File: src/rtl/fetch_unit.sv
// Instruction fetch stage: owns the program counter, fetches words from
// instruction memory over a req/ack handshake and presents them to decode.
//
// state | meaning
// ------+---------------------------------------------------------------
// BOOT  | one idle cycle after reset release, no request issued
// FETCH | request outstanding at pcReg, waiting for imemAck
// VALID | instruction register live, waiting for decode to consume it
// HALT  | misaligned redirect seen, everything frozen until reset
module fetch_unit #(
    parameter logic [31:0] RESET_PC  = 32'h0000_0000,
    parameter logic [31:0] NOP_INSTR = 32'h0000_0013
) (
    input  logic        clk,
    input  logic        rst_n,
    input  logic        stall,
    input  logic        pcSrc,
    input  logic [31:0] pcTarget,
    output logic        imemReq,
    output logic [31:0] imemAddr,
    input  logic        imemAck,
    input  logic [31:0] imemRdata,
    output logic [31:0] instr,
    output logic [6:0]  op,
    output logic [31:0] pc,
    output logic [31:0] pcPlus4,
    output logic        instrValid,
    output logic        misaligned,
    output logic [31:0] fetchCount
);

    typedef enum logic [1:0] {
        BOOT  = 2'd0,
        FETCH = 2'd1,
        VALID = 2'd2,
        HALT  = 2'd3
    } state_t;

    state_t      state;
    logic [31:0] pcReg;

    // The request address is the PC register itself, so it cannot move
    // while a request is outstanding.
    assign imemAddr = pcReg;
    assign op       = instr[6:0];

    // Fetch sequencer; imemReq and instrValid are registered alongside the state.
    always_ff @(posedge clk or negedge rst_n) begin
        if (!rst_n) begin
            state      <= BOOT;
            pcReg      <= RESET_PC;
            instr      <= NOP_INSTR;
            pc         <= RESET_PC;
            pcPlus4    <= RESET_PC + 32'd4;
            instrValid <= 1'b0;
            misaligned <= 1'b0;
            fetchCount <= 32'd0;
            imemReq    <= 1'b0;
        end else begin
            case (state)
                BOOT: begin
                    state   <= FETCH;
                    imemReq <= 1'b1;
                end
                FETCH: begin
                    if (imemAck) begin
                        instr      <= imemRdata;
                        pc         <= pcReg;
                        pcPlus4    <= pcReg + 32'd4;
                        imemReq    <= 1'b0;
                        instrValid <= 1'b1;
                        state      <= VALID;
                    end
                end
                VALID: begin
                    if (!stall) begin
                        fetchCount <= fetchCount + 32'd1;
                        instrValid <= 1'b0;
                        if (pcSrc && (pcTarget[1:0] != 2'b00)) begin
                            // pcReg keeps the last good address for debug.
                            misaligned <= 1'b1;
                            state      <= HALT;
                        end else begin
                            pcReg   <= pcSrc ? pcTarget : pcReg + 32'd4;
                            imemReq <= 1'b1;
                            state   <= FETCH;
                        end
                    end
                end
                HALT: begin
                    state <= HALT;
                end
                default: begin
                    state <= HALT;
                end
            endcase
        end
    end

endmodule

File: config.mk
export PLATFORM = sky130hd
export DESIGN_NAME = fetch_unit
export DESIGN_NICKNAME = d
export VERILOG_FILES = /design/src/rtl/fetch_unit.sv
export SDC_FILE = /design/constraint.sdc
export NUM_CORES = 1
export LEC_CHECK = 0
export ABC_CLOCK_PERIOD_IN_PS = 1850
export CORE_AREA = 2 2 137 139
export DETAILED_ROUTE_END_ITERATION = 8
export DIE_AREA = 0 0 139 141
export PLACE_DENSITY = 0.82
export SYNTH_ARGS = -nofsm -noshare
export SYNTH_HDL_FRONTEND = slang
export SYNTH_SLANG_ARGS = --single-unit
File: constraint.sdc
create_clock -name clk -period 1.85 [get_ports clk]
set_input_delay 0.2775 -clock clk [delete_from_list [all_inputs] [get_ports clk]]
set_output_delay 0.2775 -clock clk [all_outputs]
set_load 0.02 [all_outputs]
Word level (Yosys, flattened, before mapping). Index checks and enable logic that the tools add are counted.

Memories: 0. Bits in read-only memories: 0. Input port bits: 69. Register bits after elaboration: 165. Latch bits: 0. Word-level logic and storage cells: 43. Bits in writable memories: 0.

Reduce and logical (&&, ||, !) cells: 12. Shifts and indexed selects: 0. Multiply operators: 0. $add $sub $neg: 2. Bitwise gates (word level): 2. Equality and inequality tests: 6. Div/mod/pow operators: 0. Muxes and demuxes: 12. $lt $le $gt $ge: 0.

Operator list (number): $add A32 B1 Y32 const B (1); $add A32 B3 Y32 const B (1); $mux W32 (1); $reduce_and A3 Y1 (3); $pmux W2 S4 (1); $mux W2 (3); $ne A2 B2 Y1 const B (3); $reduce_and A2 Y1 (3); $mux W1 (5); $eq A2 B2 Y1 const B (2); $reduce_and A4 Y1 (1); $reduce_bool A2 Y1 (2); $pmux W1 S3 (1); $reduce_bool A3 Y1 (1); $eq A2 B1 Y1 const B (1); $logic_not A2 Y1 (1); $not A1 Y1 (2); $pmux W1 S2 (1); $logic_and A1 B1 Y1 (1).

Longest topological paths before layout. Gate-level depths: netlist of run 1.

Word-level depth: 5. Mapped depth: 8.

Least setup slack after synthesis of run 1. OpenSTA, ideal clock, no wires.

Path kind: register to register. Start point: register pcReg[15] (netlist: imemAddr[15]). End point: register pcReg[25] (netlist: imemAddr[25]). Arrival time: 1.905 ns. Library setup time: 0.069 ns. Path buffers: 2. Period minus slack after synthesis: 1.974 ns. Path slack: -0.124 ns. Cell stages (with the launch flop): 8. Path through: dfrtp_1 buf_2 and4_1 and3_1 buf_4 nand4_1 or4_1 nand3_1.

Cells in the longest elaborated chain, start to end: 2.

Ends and longest elaborated chain: from (decl) (RTL line 40) `logic [31:0] pcReg;`; from (signal assigned) (RTL line 84) `pcReg <= pcSrc ? pcTarget : pcReg + 32'd4;`; $add A32 B3 Y32 (RTL line 84); $mux W32 (RTL line 84).

No other way between the ends. A chain may end at the register's enable or synchronous reset.

Worst setup path in the final report of run 1.
Start point: register state[0]. End point: register fetchCount[15].

Cells in the longest elaborated chain, start to end: 2.

Ends and longest elaborated chain: from (decl) (RTL line 39) `state_t state;`; from (signal assigned) (RTL line 50) `state <= BOOT;`; from (signal assigned) (RTL line 62) `state <= FETCH;`; from (signal assigned) (RTL line 72) `state <= VALID;`; $eq A2 B2 Y1 (RTL line 60) `case (state)`; $reduce_and A2 Y1 (no source line); to (signal assigned) (RTL line 77) `fetchCount <= fetchCount + 32'd1;`; to (decl) (RTL line 29) `output logic [31:0] fetchCount`.

No other way between the ends.

==> metrics.txt, run 1 <==
Antenna Nets Post-Route=0; Final Hold Fails=0; Reg2Reg Launch Point=state[0]; Startpoint Class=flip-flop; sequential area share after synthesis=54.52%; Initial DRC Count=397; Worst slew margin=70.85%; post-synth top area cell=dfrtp_1; Die Ht=141 µm; synthesized cell area=7491 µm²; Worst Path Max Fanout=3; DRC Markers=0; nets=1,158; final period utilization=98.52%; Overflow after GRT=0; P per Cell Area=1257 nW/µm²; Top FF cell, synth=dfrtp_1; Synth area leaders=dfrtp_1, nand2_1, xnor2_1; Yosys cell types=47; Setup TNS=0 ps; critical path data arrival time=2130 ps; Vias=6,755; Worst Setup SP=state[0]; final setup vio count=0; CTS buffer count=17; pre-CTS setup slack=-380.7 ps; first-pass GRT wire length=34.72 mm; hold crit path type=input pin to asynchronous set/reset pin; Max Cap Viol=0; Filler cells=1,492; synth-to-layout area growth=51.98%; post-route setup slack=27.40 ps; Slowest-stage cell, CP=dfrtp_1; Syn Area/Cell=9.248 µm²; site row count=50; min Tclk post-route=1823 ps; ant diodes=0; endpoint class of the critical path=flip-flop; number of global-route vias before repair=6,658; Worst-Skew Late Latency=420 ps; Worst-path clk slew=70 ps; WS Path Type=flip-flop to flip-flop; worst vdd ir=0.0008521 V; YS warnings=0; layout cells sized above 1=14.27%; Mapped Cells=810; clock root buffer=clkbuf_16; IO Pins=239; dpl cells=1,294; P_leak=0.005383 µW; Avg WL per Cell=16.25 µm; largest net degree at the start of global routing=52; Final Max Tran Viols=0; gpl congestion=0.8174; RSZ-0062 raised after global routing=true; DIE AREA=19,600 µm²; PortBufs=238; H-tree levels=4; Max Clk Rate=548.7 MHz; Non-Filler Instances=1,334; vias per cell=5.064; count leader, synth=nand2_1; Clock Tree Buf Depth=2; most instantiated cells after synthesis=nand2_1, dfrtp_1, o21ai_0; crit-path max cell delay=380 ps; Fin Hold WS=333.2 ps; clk sinks=163; final WL=21.67 mm; CTS tree=built; Syn Nets=881; Die Width=139 µm; Yosys reg bits=163; first-pass iteration count of the detailed router=5; initial antenna violation count=0; number of synthesized flops with an enable pin=0; Total Power=14,310 µW; initial core utilization=41.01%; Least-Margin Pin Slew=437.2 ps; Req. time, crit path=2160 ps; fraction of registers with async set/reset=100.0%; DP HPWL=15.59 mm; Synth top area share=53.12%; total track usage=22.01%; Final Skew=5.914 ps; core area=18,270 µm²; status=complete, no violations; crit path cell chain=or3b_4, or3_4, nor3_4, buf_6, nand2_1, xnor2_1
[kinds of logic after synthesis]
family	Yosys count	share of synthesized area (%)
AO/OA/AOI/OAI	97	7.316
XOR/XNOR	59	6.898
adder cells (fa/ha/maj)	2	0.3340
buffers and inverters	68	4.092
flip-flops	163	54.52
multiplexers	14	1.871
AND/OR/NAND/NOR	407	24.97
[power breakdown]
part           internal (µW)  switching, µW  total [µW]
logic                   2500           2820        5330
clock network           2170           1570        3730
registers               4600            657        5260
total                   9270           5050       14300
[sequential cells by signal, indices dropped and copies added (netlist names)]
register	cells
fetchCount	32
imemAddr	32
imemReq	1
instr	32
instrValid	1
misaligned	1
pc	32
pcPlus4	30
state	2
[through the flow]
stage | cell area, µm² | util [%]
finish | 11380 | 62.32
global route | 11380 | 62.32
CTS | 11220 | 61.43
detailed placement | 10600 | 58.05
global placement | 10600 | 58.05
floorplan | 7540 | -
[final timing paths]
path	end	slack, ps	depth (start not counted)
worst max-delay path	fetchCount[15]	30	6
worst min-delay path	pc[12]	330	2
min in group clk	instr[0]	340	3
worst max register to register	fetchCount[15]	30	6
max in group asynchronous	instr[4]	850	3
worst min register to register	misaligned	460	1
[critical path: cells and delay by family (launching register included)]
family	cells	cell delay [ps]
simple gates	4	1060
flops	1	380
buf+inv	1	150
xor+xnor	1	120
[routing by layer]
| metal | track usage (%) | vias up | share of wire (%) |
|---|---|---|---|
| met1 | 27.92 | 3252 | 42 |
| met2 | 36.74 | 213 | 49 |
| met4 | 8.347 | 0 | 3.0 |
| met3 | 5.367 | 46 | 5.6 |
| met5 | 0 | - | 0 |
| li1 | - | 3244 | - |
[cell usage in the layout, fill, tap and decap left out, types with 6 or more instances in the layout]
master and count:
nand3_1 25, clkdlybuf4s50_1 202, inv_1 7, nand4_1 16, and3_1 23, dfrtp_1 147, xor2_1 24, nand2_1 260
a21oi_1 21, dlymetal6s2s_1 12, buf_4 67, mux2i_1 14, dfrtp_2 12, xnor2_1 35, dlygate4sd2_1 23, buf_12 10
nor2_1 27, o21ai_0 53, clkbuf_16 17, clkinv_4 6, nor3_1 9
[final cells by class]
cell class              count  area [µm²]  area share (%)
flip-flops and latches    163        4099           36.00
clock inverters            15       196.4           1.725
repair buffers            319        3132           27.51
inverters                   7       26.28          0.2308
well taps                 234       292.8           2.572
multi-input cells         579        3213           28.22
clock buffers              17       425.4           3.737
[what timing repair did]
action                                 in CTS  in global routing
gates resized for setup                    23                 35
hold buffers                                1                  0
pin swaps                                   1                 11
buffers inserted                            2                  5
endpoints found under the hold margin      38                  0
setup endpoints to repair                  32                 45
No activity file was read; power rests on OpenSTA's default activity.
==> run 2: changes to the inputs <==
--- a/config.mk
+++ b/config.mk
@@ -9,7 +9,7 @@
 export CORE_AREA = 2 2 137 139
 export DETAILED_ROUTE_END_ITERATION = 8
 export DIE_AREA = 0 0 139 141
-export PLACE_DENSITY = 0.82
+export PLACE_DENSITY = 0.76
 export SYNTH_ARGS = -nofsm -noshare
 export SYNTH_HDL_FRONTEND = slang
 export SYNTH_SLANG_ARGS = --single-unit
==> run 2 against run 1 <==
Net effect: sequential share of layout area down 0.065 points; register-to-register slack improved by 50 ps; count of clock-buffer cells in the layout up 4; non-clock buffer count grew 9; clock power about the same; via count rose by 0.99%; clock skew is 2.7 ps higher; sequential power about the same; largest cell class unchanged; highest routed layer unchanged.
==> metrics.txt, run 2 (synthesis results as in run 1) <==
Die Width=139 µm; P per Cell Area=1253 nW/µm²; gpl congestion=0.8847; Startpoint Class=flip-flop; Req. time, crit path=1570 ps; DIE AREA=19,600 µm²; synth-to-layout area growth=52.35%; most frequent cells in the layout=nand2_1, clkdlybuf4s50_1, dfrtp_1; WS Path Type=flip-flop to output pin; Least-Margin Pin Slew=494.7 ps; first-pass GRT wire length=35.17 mm; largest net degree at the start of global routing=73; clk sinks=163; Final Max Tran Viols=0; CTS buffer count=17; Worst-path clk slew=60 ps; Worst Path Max Fanout=6; Final Skew=8.646 ps; P_leak=0.005372 µW; worst reg2reg path depth=5; Antenna Nets Post-Route=0; ant diodes=0; Slowest-stage cell, CP=clkdlybuf4s50_1; IO Pins=239; vias per cell=5.080; crit path cell chain=buf_4, clkdlybuf4s50_1; Worst-Skew Late Latency=430 ps; PortBufs=238; most common cell after layout, fill and taps aside=nand2_1; crit-path max cell delay=610 ps; final WL=21.67 mm; Die Ht=141 µm; total track usage=22.33%; endpoint class of the critical path=output pin; min Tclk post-route=1804 ps; Initial DRC Count=434; initial antenna violation count=0; final setup vio count=0; Clock Tree Buf Depth=2; first-pass iteration count of the detailed router=7; status=complete, no violations; H-tree levels=4; clock root buffer=clkbuf_16; Avg WL per Cell=16.14 µm; Vias=6,822; number of global-route vias before repair=6,801; CTS tree=built; final instance area=11,410 µm²; Max Clk Rate=554.4 MHz; DRC Markers=0; site row count=50; Worst Hold Path Cells=3; Final Hold Fails=0; core area=18,270 µm²; initial core utilization=41.01%; Overflow after GRT=0; RSZ-0062 raised after global routing=true; DP HPWL=15.43 mm; Cell Area, Placed=10,630 µm²; worst vdd ir=0.0007330 V; critical path data arrival time=1530 ps; layout cells sized above 1=15.06%; Max Cap Viol=0; hold crit path type=input pin to flip-flop; nets=1,167; Worst slew margin=67.02%; final period utilization=97.50%; Total Power=14,300 µW
## run 2: repair_timing
item                                   in CTS  in global routing
gates resized for setup                    27                 31
endpoints found under the hold margin      41                  0
setup endpoints to repair                  29                 51
pin swaps                                   1                  8
hold buffers                                1                  0
setup buffers                               1                  8
## run 2: per-layer routing
| metal | routed length, µm | global-route usage, % | up-vias |
|---|---|---|---|
| met5 | 0 | 0 | - |
| met4 | 756 | 10.58 | 0 |
| met3 | 1079 | 4.925 | 46 |
| met2 | 10690 | 36.82 | 205 |
| met1 | 9148 | 28.14 | 3306 |
| li1 | - | - | 3265 |
## run 2: final cells by class
class / count / area [µm²]
Clock buffer: 21 / 470.5
Clock inverter: 11 / 151.4
Fill cell: 1519 / 6855
Inverter: 7 / 26.28
Multi-Input combinational cell: 579 / 3203
Sequential cell: 163 / 4101
Tap cell: 234 / 292.8
Timing Repair Buffer: 328 / 3167
## run 2: path summary, 6_finish.rpt
check                      slack [ps]              to           start
max                                50    imemAddr[18]    imemAddr[18]
min                               350        instr[1]    imemRdata[1]
max reg2reg                        80  fetchCount[24]  fetchCount[12]
min reg2reg                       460      misaligned      misaligned
max in group asynchronous         730    imemAddr[24]           rst_n
min in group asynchronous         410      pcPlus4[6]           rst_n
## run 2: metrics by stage
stage | setup slack (ps) | utilization, % | hold slack [ps] | instances | TNS [ps]
final | 46.20 | 62.47 | 347.6 | 1343 | 0
after floorplan | -39.14 | - | -18.09 | 810 | -46.52
after global routing | -24.60 | 62.47 | 367.2 | 1343 | -82.12
after CTS | 1.317 | 61.58 | 338.2 | 1335 | 0
after detailed placement | -338.0 | 58.20 | 254.9 | 1301 | -9741
after global placement | -245.0 | 58.20 | 251.9 | 1301 | -6535
## run 2: where the power goes
group	internal [µW]	switching [µW]
clock	2240	1480
sequential	4600	641
combinational	2530	2810
total	9370	4930
## run 2: critical path: cells and delay by family, from the launching register on
family,cells,cell delay (ps)
buffers and inverters,2,750
DFF,1,360
